[src/rtl/systolic_tile_addr_gen_pkg.sv]
// Shared types and helpers for the systolic tile address sequencer.
package systolic_pkg;

    typedef enum logic [1:0] {
        ST_IDLE   = 2'd0,
        ST_STREAM = 2'd1,
        ST_DRAIN  = 2'd2,
        ST_DONE   = 2'd3
    } state_t;

    // Field width for a value range of n; degenerate ranges keep a 1-bit field held at 0.
    function automatic int clog2_min1(input int n);
        return (n <= 1) ? 1 : $clog2(n);
    endfunction

endpackage

[src/rtl/systolic_tile_addr_gen_wrap_counter.sv]
// Modulo-MAX counter: advances on i_en, wraps to 0 after MAX-1.
// o_next is the value the counter takes at the coming edge, so the parent can
// register derived quantities (addresses) in step with the count.
module wrap_counter
    import systolic_pkg::*;
#(
    parameter int  MAX = 2,
    localparam int W   = clog2_min1(MAX)
) (
    input  logic         i_clk,
    input  logic         i_rst_n,
    input  logic         i_en,
    output logic [W-1:0] o_value,
    output logic [W-1:0] o_next,
    output logic         o_wrap
);

    logic [W-1:0] r_value;
    logic         w_at_max;

    assign w_at_max = (r_value == W'(MAX - 1));
    assign o_wrap   = i_en && w_at_max;
    assign o_next   = !i_en ? r_value : (w_at_max ? '0 : r_value + W'(1));
    assign o_value  = r_value;

    // Count register; reset returns to 0 immediately.
    always_ff @(posedge i_clk or negedge i_rst_n) begin
        if (!i_rst_n) begin
            r_value <= '0;
        end else begin
            r_value <= o_next;
        end
    end

endmodule

[src/rtl/systolic_tile_addr_gen.sv]
// Operand-buffer address sequencer for an N1xN2 output-stationary systolic array.
// Walks all (A row-slice, B col-slice) tiles of C = A*B, streaming K_DIM addresses
// into the A and B buffers per tile, with an optional drain gap after each tile.
//
// state  | meaning
// -------+----------------------------------------------------------
// IDLE   | waiting for start
// STREAM | issuing one A/B address pair per unstalled cycle
// DRAIN  | rd_en low for DRAIN cycles while the array flushes a tile
// DONE   | one-cycle done pulse, then back to IDLE
module systolic_tile_addr_gen
    import systolic_pkg::*;
#(
    parameter int  N1      = 4,
    parameter int  N2      = 4,
    parameter int  M_DIM   = 8,
    parameter int  K_DIM   = 8,
    parameter int  P_DIM   = 8,
    parameter int  DRAIN   = 6,
    parameter int  A_OUTER = 1,
    localparam int SA_N    = M_DIM / N1,
    localparam int SB_N    = P_DIM / N2,
    localparam int AW      = clog2_min1(SA_N * K_DIM),
    localparam int BW      = clog2_min1(SB_N * K_DIM),
    localparam int KW      = clog2_min1(K_DIM),
    localparam int SAW     = clog2_min1(SA_N),
    localparam int SBW     = clog2_min1(SB_N),
    localparam int DW      = clog2_min1((DRAIN > 0) ? DRAIN : 1)
) (
    input  logic           i_clk,
    input  logic           i_rst_n,
    input  logic           i_start,
    input  logic           i_stall,
    output logic           o_busy,
    output logic           o_done,
    output logic           o_rd_en,
    output logic [AW-1:0]  o_rd_addr_a,
    output logic [BW-1:0]  o_rd_addr_b,
    output logic [KW-1:0]  o_k_cntr,
    output logic [SAW-1:0] o_slice_a,
    output logic [SBW-1:0] o_slice_b,
    output logic           o_first_k,
    output logic           o_last_k,
    output logic           o_tile_done
);

    state_t         r_state;
    logic           r_busy;
    logic           r_done;
    logic           r_rd_en;
    logic           r_first_k;
    logic           r_last_k;
    logic           r_tile_done;
    logic [AW-1:0]  r_rd_addr_a;
    logic [BW-1:0]  r_rd_addr_b;

    logic           w_k_en;
    logic           w_k_wrap;
    logic [KW-1:0]  w_k_val;
    logic [KW-1:0]  w_k_nxt;
    logic           w_sa_en;
    logic           w_sa_wrap;
    logic [SAW-1:0] w_sa_val;
    logic [SAW-1:0] w_sa_nxt;
    logic           w_sb_en;
    logic           w_sb_wrap;
    logic [SBW-1:0] w_sb_val;
    logic [SBW-1:0] w_sb_nxt;
    logic           w_dr_en;
    logic           w_dr_wrap;
    logic [DW-1:0]  w_dr_val;
    logic [DW-1:0]  w_dr_nxt;
    logic           w_tile_end;
    logic           w_last_tile;
    logic           w_first_nxt;
    logic           w_last_nxt;
    logic [AW-1:0]  w_addr_a_nxt;
    logic [BW-1:0]  w_addr_b_nxt;
    logic           w_unused_drain;

    // Stall freezes every counter; the drain counter only runs when a gap exists.
    assign w_k_en     = (r_state == ST_STREAM) && !i_stall;
    assign w_dr_en    = (DRAIN > 0) && (r_state == ST_DRAIN) && !i_stall;
    assign w_tile_end = (DRAIN > 0) ? w_dr_wrap : w_k_wrap;

    // Inner slice steps once per tile; outer steps when inner wraps.
    // The outer wrap marks the final (outer, inner) pair.
    generate
        if (A_OUTER != 0) begin : g_a_outer
            assign w_sb_en     = w_tile_end;
            assign w_sa_en     = w_sb_wrap;
            assign w_last_tile = w_sa_wrap;
        end else begin : g_b_outer
            assign w_sa_en     = w_tile_end;
            assign w_sb_en     = w_sa_wrap;
            assign w_last_tile = w_sb_wrap;
        end
    endgenerate

    wrap_counter #(.MAX(K_DIM)) u_k_cnt (
        .i_clk   (i_clk),
        .i_rst_n (i_rst_n),
        .i_en    (w_k_en),
        .o_value (w_k_val),
        .o_next  (w_k_nxt),
        .o_wrap  (w_k_wrap)
    );

    wrap_counter #(.MAX(SA_N)) u_sa_cnt (
        .i_clk   (i_clk),
        .i_rst_n (i_rst_n),
        .i_en    (w_sa_en),
        .o_value (w_sa_val),
        .o_next  (w_sa_nxt),
        .o_wrap  (w_sa_wrap)
    );

    wrap_counter #(.MAX(SB_N)) u_sb_cnt (
        .i_clk   (i_clk),
        .i_rst_n (i_rst_n),
        .i_en    (w_sb_en),
        .o_value (w_sb_val),
        .o_next  (w_sb_nxt),
        .o_wrap  (w_sb_wrap)
    );

    wrap_counter #(.MAX((DRAIN > 0) ? DRAIN : 1)) u_drain_cnt (
        .i_clk   (i_clk),
        .i_rst_n (i_rst_n),
        .i_en    (w_dr_en),
        .o_value (w_dr_val),
        .o_next  (w_dr_nxt),
        .o_wrap  (w_dr_wrap)
    );

    // Only the drain wrap matters; its count value is internal.
    assign w_unused_drain = ^{w_dr_val, w_dr_nxt};

    // Every counter returns to 0 by the end of a full multiply, so IDLE needs no clear.
    assign w_first_nxt  = (w_k_nxt == '0);
    assign w_last_nxt   = (w_k_nxt == KW'(K_DIM - 1));
    assign w_addr_a_nxt = AW'(w_sa_nxt) * AW'(K_DIM) + AW'(w_k_nxt);
    assign w_addr_b_nxt = BW'(w_sb_nxt) * BW'(K_DIM) + BW'(w_k_nxt);

    // Sequencing FSM with registered handshake, strobes and addresses.
    always_ff @(posedge i_clk or negedge i_rst_n) begin
        if (!i_rst_n) begin
            r_state     <= ST_IDLE;
            r_busy      <= 1'b0;
            r_done      <= 1'b0;
            r_rd_en     <= 1'b0;
            r_first_k   <= 1'b0;
            r_last_k    <= 1'b0;
            r_tile_done <= 1'b0;
            r_rd_addr_a <= '0;
            r_rd_addr_b <= '0;
        end else begin
            r_rd_addr_a <= w_addr_a_nxt;
            r_rd_addr_b <= w_addr_b_nxt;
            r_done      <= 1'b0;
            r_tile_done <= 1'b0;
            case (r_state)
                ST_IDLE: begin
                    if (i_start) begin
                        r_state   <= ST_STREAM;
                        r_busy    <= 1'b1;
                        r_rd_en   <= 1'b1;
                        r_first_k <= w_first_nxt;
                        r_last_k  <= w_last_nxt;
                    end
                end
                ST_STREAM: begin
                    if (i_stall) begin
                        r_rd_en   <= 1'b0;
                        r_first_k <= 1'b0;
                        r_last_k  <= 1'b0;
                    end else if (w_k_wrap && (DRAIN > 0)) begin
                        r_state   <= ST_DRAIN;
                        r_rd_en   <= 1'b0;
                        r_first_k <= 1'b0;
                        r_last_k  <= 1'b0;
                    end else if (w_k_wrap && w_last_tile) begin
                        r_state     <= ST_DONE;
                        r_busy      <= 1'b0;
                        r_done      <= 1'b1;
                        r_tile_done <= 1'b1;
                        r_rd_en     <= 1'b0;
                        r_first_k   <= 1'b0;
                        r_last_k    <= 1'b0;
                    end else begin
                        // Back-to-back tiles (no drain) report completion alongside the next k=0.
                        r_rd_en     <= 1'b1;
                        r_first_k   <= w_first_nxt;
                        r_last_k    <= w_last_nxt;
                        r_tile_done <= w_k_wrap;
                    end
                end
                ST_DRAIN: begin
                    if (w_dr_wrap) begin
                        r_tile_done <= 1'b1;
                        if (w_last_tile) begin
                            r_state <= ST_DONE;
                            r_busy  <= 1'b0;
                            r_done  <= 1'b1;
                        end else begin
                            r_state   <= ST_STREAM;
                            r_rd_en   <= 1'b1;
                            r_first_k <= w_first_nxt;
                            r_last_k  <= w_last_nxt;
                        end
                    end
                end
                ST_DONE: begin
                    r_state <= ST_IDLE;
                end
                default: begin
                    r_state <= ST_IDLE;
                end
            endcase
        end
    end

    assign o_busy      = r_busy;
    assign o_done      = r_done;
    assign o_rd_en     = r_rd_en;
    assign o_rd_addr_a = r_rd_addr_a;
    assign o_rd_addr_b = r_rd_addr_b;
    assign o_k_cntr    = w_k_val;
    assign o_slice_a   = w_sa_val;
    assign o_slice_b   = w_sb_val;
    assign o_first_k   = r_first_k;
    assign o_last_k    = r_last_k;
    assign o_tile_done = r_tile_done;

endmodule

[config.mk]
export PLATFORM = sky130hd
export DESIGN_NAME = systolic_tile_addr_gen
export DESIGN_NICKNAME = d
export VERILOG_FILES = /design/src/rtl/systolic_tile_addr_gen_pkg.sv /design/src/rtl/systolic_tile_addr_gen_wrap_counter.sv /design/src/rtl/systolic_tile_addr_gen.sv
export SDC_FILE = /design/constraint.sdc
export NUM_CORES = 1
export LEC_CHECK = 0
export CORE_MARGIN = 2
export CORE_UTILIZATION = 47
export CTS_CLUSTER_DIAMETER = 200
export DETAILED_ROUTE_END_ITERATION = 10
export MAX_ROUTING_LAYER = met4
export PLACE_DENSITY_LB_ADDON = 0.12
export REMOVE_ABC_BUFFERS = 1
export SLEW_MARGIN = 20
export SYNTH_ARGS = -nofsm -noshare
export SYNTH_HDL_FRONTEND = slang
export SYNTH_SLANG_ARGS = --single-unit
[constraint.sdc]
create_clock -name i_clk -period 2.17 [get_ports i_clk]
set_input_delay 0.434 -clock i_clk [delete_from_list [all_inputs] [get_ports i_clk]]
set_output_delay 0.434 -clock i_clk [all_outputs]
set_load 0.02 [all_outputs]
* After elaboration in Yosys (flattened, before gate mapping)
Index checks and enable logic that the tools add are counted.
** Operators by class
- Add/subtract/negate cells :: 6
- Eq/ne operators :: 14
- Multiplexer cells :: 49
- Reductions and logical operators :: 14
** Operators with widths (count)
- 2-to-1 mux 1 bit :: 33
- 2-to-1 mux 2 bit :: 6
- case mux 1 bit (3 select lines) :: 4
- != test 2 bit (second input constant) :: 5
- == test 3 bit (second input constant) :: 3
- 2-to-1 mux 3 bit :: 3
- adder 4 x 3 -> 4 bit :: 2
- case mux 2 bit (4 select lines) :: 1
- AND reduction 4 bit :: 2
- logical AND 1 bit :: 7
- AND reduction 7 bit :: 1
- adder 3 x 1 -> 3 bit (second input constant) :: 2
- == test 2 bit (second input constant) :: 2
- != test 2 x 1 -> 1 bit (second input constant) :: 2
- case mux 1 bit (2 select lines) :: 2
- logical NOT 3 bit :: 1
- != test 3 x 2 -> 1 bit (second input constant) :: 1
- nonzero test 3 bit :: 1
- adder 1 bit (second input constant) :: 2
- == test 2 x 1 -> 1 bit (second input constant) :: 1
- logical NOT 2 bit :: 1
- logical NOT 1 bit :: 1
** Storage, ports and cells
- Register bits :: 24
- Input port bits :: 4
- Output and inout bits :: 19
- Word-level logic and storage cells :: 96

* Logic depth before layout (Yosys ltp)
- Depth in word-level cells :: 10
- Mapped depth :: 6
- Mapped depth without buffers :: 6

* Hierarchy
A second synthesis with hierarchy kept.
** Second synthesis, totals
- Cells, all modules :: 72
- Area total of the unflattened synthesis :: 1013.5 um^2
** Modules (own cells, without submodules)
- systolic_tile_addr_gen :: instances 1, cells each 48, area an instance 654.4 um^2, sequential area each 325.3 um^2
- wrap_counter (u_k_cnt) :: instances 1, cells each 10, area an instance 146.4 um^2, sequential area each 75.1 um^2
- wrap_counter (u_drain_cnt) :: instances 1, cells each 10, area an instance 137.6 um^2, sequential area each 75.1 um^2
- wrap_counter (u_sa_cnt ...) :: instances 2, cells each 2, area an instance 37.5 um^2, sequential area each 25.0 um^2

* Worst setup path after synthesis
No wires, ideal clock.
- Path type :: reg-to-reg
- Start point :: register r_state[0]
- End point :: register r_last_k (netlist: o_last_k)
- Library setup time :: 125 ps
- Data arrival time :: 1688 ps
- Required time :: 2045 ps
- Path slack :: 357 ps
- Stages on the path, launching flop included :: 7
- Path buffers :: 0
- Period minus slack after synthesis :: 1813 ps
- Cell sequence :: dfrtp_1 inv_1 ha_1 nand3b_1 nor3_1 or3b_4 mux2_4
** Between the ends
- Longest elaborated chain between the ends :: 10
- Elaborated cells on any way between the ends :: 24
- Those cells by class :: eq/ne (6); mux (8); reduce/logical (10)
** Ends and longest elaborated chain
- from (decl) :: line systolic_tile_addr_gen.sv:47 : state_t r_state;
- from (signal assigned) :: line systolic_tile_addr_gen.sv:148 : r_state <= ST_IDLE;
- from (signal assigned) :: line systolic_tile_addr_gen.sv:165 : r_state <= ST_STREAM;
- from (signal assigned) :: line systolic_tile_addr_gen.sv:178 : r_state <= ST_DRAIN;
- parallel branches: the longest is 10 deep, another holds 2-to-1 mux 3 bit
- to (signal assigned) :: line systolic_tile_addr_gen.sv:169 : r_last_k <= w_last_nxt;
- to (signal assigned) :: line systolic_tile_addr_gen.sv:194 : r_last_k <= w_last_nxt;
- to (signal assigned) :: line systolic_tile_addr_gen.sv:209 : r_last_k <= w_last_nxt;
- to (decl) :: line systolic_tile_addr_gen.sv:52 : logic r_last_k;
Parallel ways; which one is timed is not known. The select of a mux whose other input is x is not followed.
A chain may end at the register's enable or synchronous reset.

* Worst setup path in the final report
- Start point :: input port i_stall
- End point :: register r_rd_en (netlist: o_rd_en)
** Between the ends
- Longest elaborated chain between the ends :: 10
- Elaborated cells on any way between the ends :: 15
- Those cells by class :: eq/ne (2); mux (4); reduce/logical (9)
** Ends and longest elaborated chain
- from (decl) :: line systolic_tile_addr_gen.sv:33 : input logic i_stall,
- logical NOT 1 bit :: line systolic_tile_addr_gen.sv:82, systolic_tile_addr_gen.sv:83
- logical AND 1 bit :: line systolic_tile_addr_gen.sv:83 : assign w_dr_en = (DRAIN > 0) && (r_state == ST_DRAIN) && !i_stall;
- logical AND 1 bit (3 in series) :: line systolic_tile_addr_gen_wrap_counter.sv:22 : assign o_wrap = i_en && w_at_max;
- logical AND 1 bit :: line systolic_tile_addr_gen.sv:182 : end else if (w_k_wrap && w_last_tile) begin
- 2-to-1 mux 1 bit :: line systolic_tile_addr_gen.sv:182
- 2-to-1 mux 1 bit :: line systolic_tile_addr_gen.sv:177 : end else if (w_k_wrap && (DRAIN > 0)) begin
- 2-to-1 mux 1 bit :: line systolic_tile_addr_gen.sv:173 : if (i_stall) begin
- case mux 1 bit (3 select lines) :: line systolic_tile_addr_gen.sv:162 : case (r_state)
- to (signal assigned) :: line systolic_tile_addr_gen.sv:167 : r_rd_en <= 1'b1;
- to (signal assigned) :: line systolic_tile_addr_gen.sv:174 : r_rd_en <= 1'b0;
- to (signal assigned) :: line systolic_tile_addr_gen.sv:179 : r_rd_en <= 1'b0;
- to (decl) :: line systolic_tile_addr_gen.sv:50 : logic r_rd_en;
Several ways; a longest one is shown, not always the timed one.

==> impl_metrics.tcl <==
set metrics [dict create \
    status "completed" \
    cp-end-kind "flip-flop" \
    finalClockSkew_ps 1.73 \
    whs_ps 447 \
    dp.cells 127 \
    critical_path_required_ps 2340 \
    die_w_um 47.1 \
    dieArea_um2 2220 \
    first_pass_iters 2 \
    drive_gt1_share_pct 13.3 \
    regToRegEndpoint "o_rd_en" \
    worstMarginPinSlew_ps 425 \
    grtUsageMet1_pct 22.2 \
    synth_area_um2 873 \
    grtUsageTotal_pct 16.8 \
    syn_area_per_cell_um2 10.8 \
    ys_ff_latch 16 \
    worst_setup_path_start_kind "input port" \
    antenna-diode-count 0 \
    clockRootBuffer "clkbuf_4" \
    fp-row-count 15 \
    grt_pass1_vias 561 \
    gr-max-usage-layer "met2" \
    rr_startpoint "r_state[0]" \
    fmax_mhz 543 \
    via_per_inst 4.78 \
    die_y_um 47.1 \
    p_per_area_nw_per_um2 1460 \
    final_core_util_pct 65.3 \
    drcViolationCount 0 \
    crit_path_max_fanout 6 \
    fin_crit_ps 1840 \
    ctsHoldBuffers 0 \
    ff2ff_setup_slack_ps 330 \
    initial_core_util_pct 50.0 \
    place_ws_ps 32.0 \
    use_met3_pct 2.31 \
    p_total_mw 1.67 \
    drt-initial-drc-count 3 \
    clk_pin_slew_ps 80 \
    hp-class "in -> async" \
    synth-seq-area-share_pct 45.8 \
    maxCapViolCount 0 \
    cts_setup_buffers 0 \
    route.antenna.remaining_nets 0 \
    worst_slack_ps 327 \
    antenna_found_initial 0 \
    yosys_warnings 0 \
    synthCells 81 \
    setup_viol 0 \
    synth_cell_types 25 \
    fin_crit_sh_pct 84.9 \
    final_cells 130 \
    cp.arrival_ps 2020 \
    finalNetCount 117 \
    post_drt_wl_per_cell_um 11.5 \
    insertion_delay_ps 280 \
    leakagePower_nw 0.543 \
    critPathKind "in -> reg" \
    cts_buffer_depth 2 \
    htree_levels 1 \
    grt_pass1_wl_um 2440 \
    ir_drop_mv 0.802 \
    hpwl_um 1220 \
    final_max_slew_viol_count 0 \
    io_pins 23 \
    cts.repair.resized 0 \
    wl_um 1500 \
    hold_viol 0 \
    port_buffers 22 \
    globalRouteOverflowTotal 0 \
    rsz0062_at_grt "no" \
    cts_tree "yes" \
    cts_buffers 3 \
    cts.sinks 16 \
    final_area_um2 1140 \
    grt_max_degree 10 \
    rr_worst_depth 6 \
    core_um2 1750 \
    gp_congestion 0.734 \
    fin_setup_tns_ps 0 \
    placed_area_um2 1120 \
    use_met2_pct 24.4 \
    vias 622 \
    syn_to_final_growth_pct 30.5 \
    slew_headroom_pct 71.6 \
]
[Yosys cell counts]
library cell  count  area [um^2]
nand2_1           3         11.3
inv_1             8         30.0
o21ai_0           3         15.0
nor4b_1           1         8.76
dfrtp_1          16          400
buf_4             8         60.1
nand4_1           1         6.26
a21oi_1           5         25.0
xnor2_1           2         17.5
mux2_4            2         30.0
mux2i_1           5         50.1
nor2_1            3         11.3
and2_1            2         12.5
or3b_4            1         11.3
xor2_1            1         8.76
nand3b_1          1         7.51
a21o_2            1         8.76
or2b_1            1         7.51
ha_1              6         75.1
a2111oi_0         1         8.76
nand2b_1          4         25.0
nor3_1            2         10.0
a221oi_1          1         8.76
nor2b_1           2         12.5
nand4bb_1         1         11.3
[final cells by class]
| class | instances | area (um^2) |
|---|---|---|
| tap | 25 | 31.3 |
| clock buffer | 3 | 22.5 |
| timing repair buffer | 29 | 273 |
| fill | 135 | 606 |
| sequential | 16 | 400 |
| inverter | 8 | 30.0 |
| multi-input combinational | 49 | 383 |
[sequential cells by signal, summed over array words and instances (netlist names)]
name,flops
o_first_k,1
o_busy,1
r_state,2
o_tile_done,1
o_rd_en,1
u_drain_cnt.o_value,3
o_done,1
o_rd_addr_a,1
o_last_k,1
o_rd_addr_b,4
[cells in the final DEF, fill, tap and decap left out, drive strengths merged, types with 2 or more instances in the layout]
cell type,Yosys,layout
inv,8,8
xnor2,2,2
o21ai,3,3
nand2b,4,4
ha,6,6
nor2,3,3
nor2b,2,2
buf,8,7
a21oi,5,5
mux2,2,2
clkbuf,0,3
dfrtp,16,16
nor3,2,2
and2,2,2
nand2,3,3
clkdlybuf4s50,0,22
mux2i,5,5
[report_power, final]
| part | total, mW | internal, mW | leakage (nW) | switching (mW) |
|---|---|---|---|---|
| Clock | 0.150 | 0.0645 | 0.0138 | 0.0859 |
| Combinational | 0.997 | 0.521 | 0.329 | 0.476 |
| Sequential | 0.520 | 0.409 | 0.200 | 0.111 |
| Total | 1.67 | 0.994 | 0.543 | 0.674 |
[worst max-delay path by stage]
stage                         from          to  slack, ps
floorplan           o_rd_addr_b[0]  r_state[1]        280
global placement           i_stall     o_rd_en         70
detailed placement         i_stall    o_last_k         30
CTS                     r_state[0]    o_last_k        330
global route               i_stall      o_busy        160
finish                     i_stall     o_rd_en        330
[worst max-delay path, cell delays in order]
cell and delay [ps]:
clkdlybuf4s50_1 470, nand4bb_1 230, a21oi_1 150, or3b_4 420, mux2_4 310
[metal layers]
| metal | routed length (um) | part of all wire (%) | vias up |
|---|---|---|---|
| met5 | 0 | 0 | - |
| met4 | 38 | 2.5 | 0 |
| met3 | 43 | 2.9 | 5 |
| met2 | 700 | 47 | 10 |
| met1 | 712 | 48 | 293 |
| li1 | - | - | 314 |
[cells by family (layout without fill, tap and decap cells)]
group	after synthesis	in the layout	share of synthesized area, %
AND/OR/NAND/NOR	22	22	15.5
flip-flops	16	16	45.8
buffers and inverters	16	40	10.3
AO/OA/AOI/OAI	11	11	7.59
multiplexers	7	7	9.17
adder cells (fa/ha/maj)	6	6	8.60
XOR/XNOR	3	3	3.01
Power figures use the tool's default switching activity.
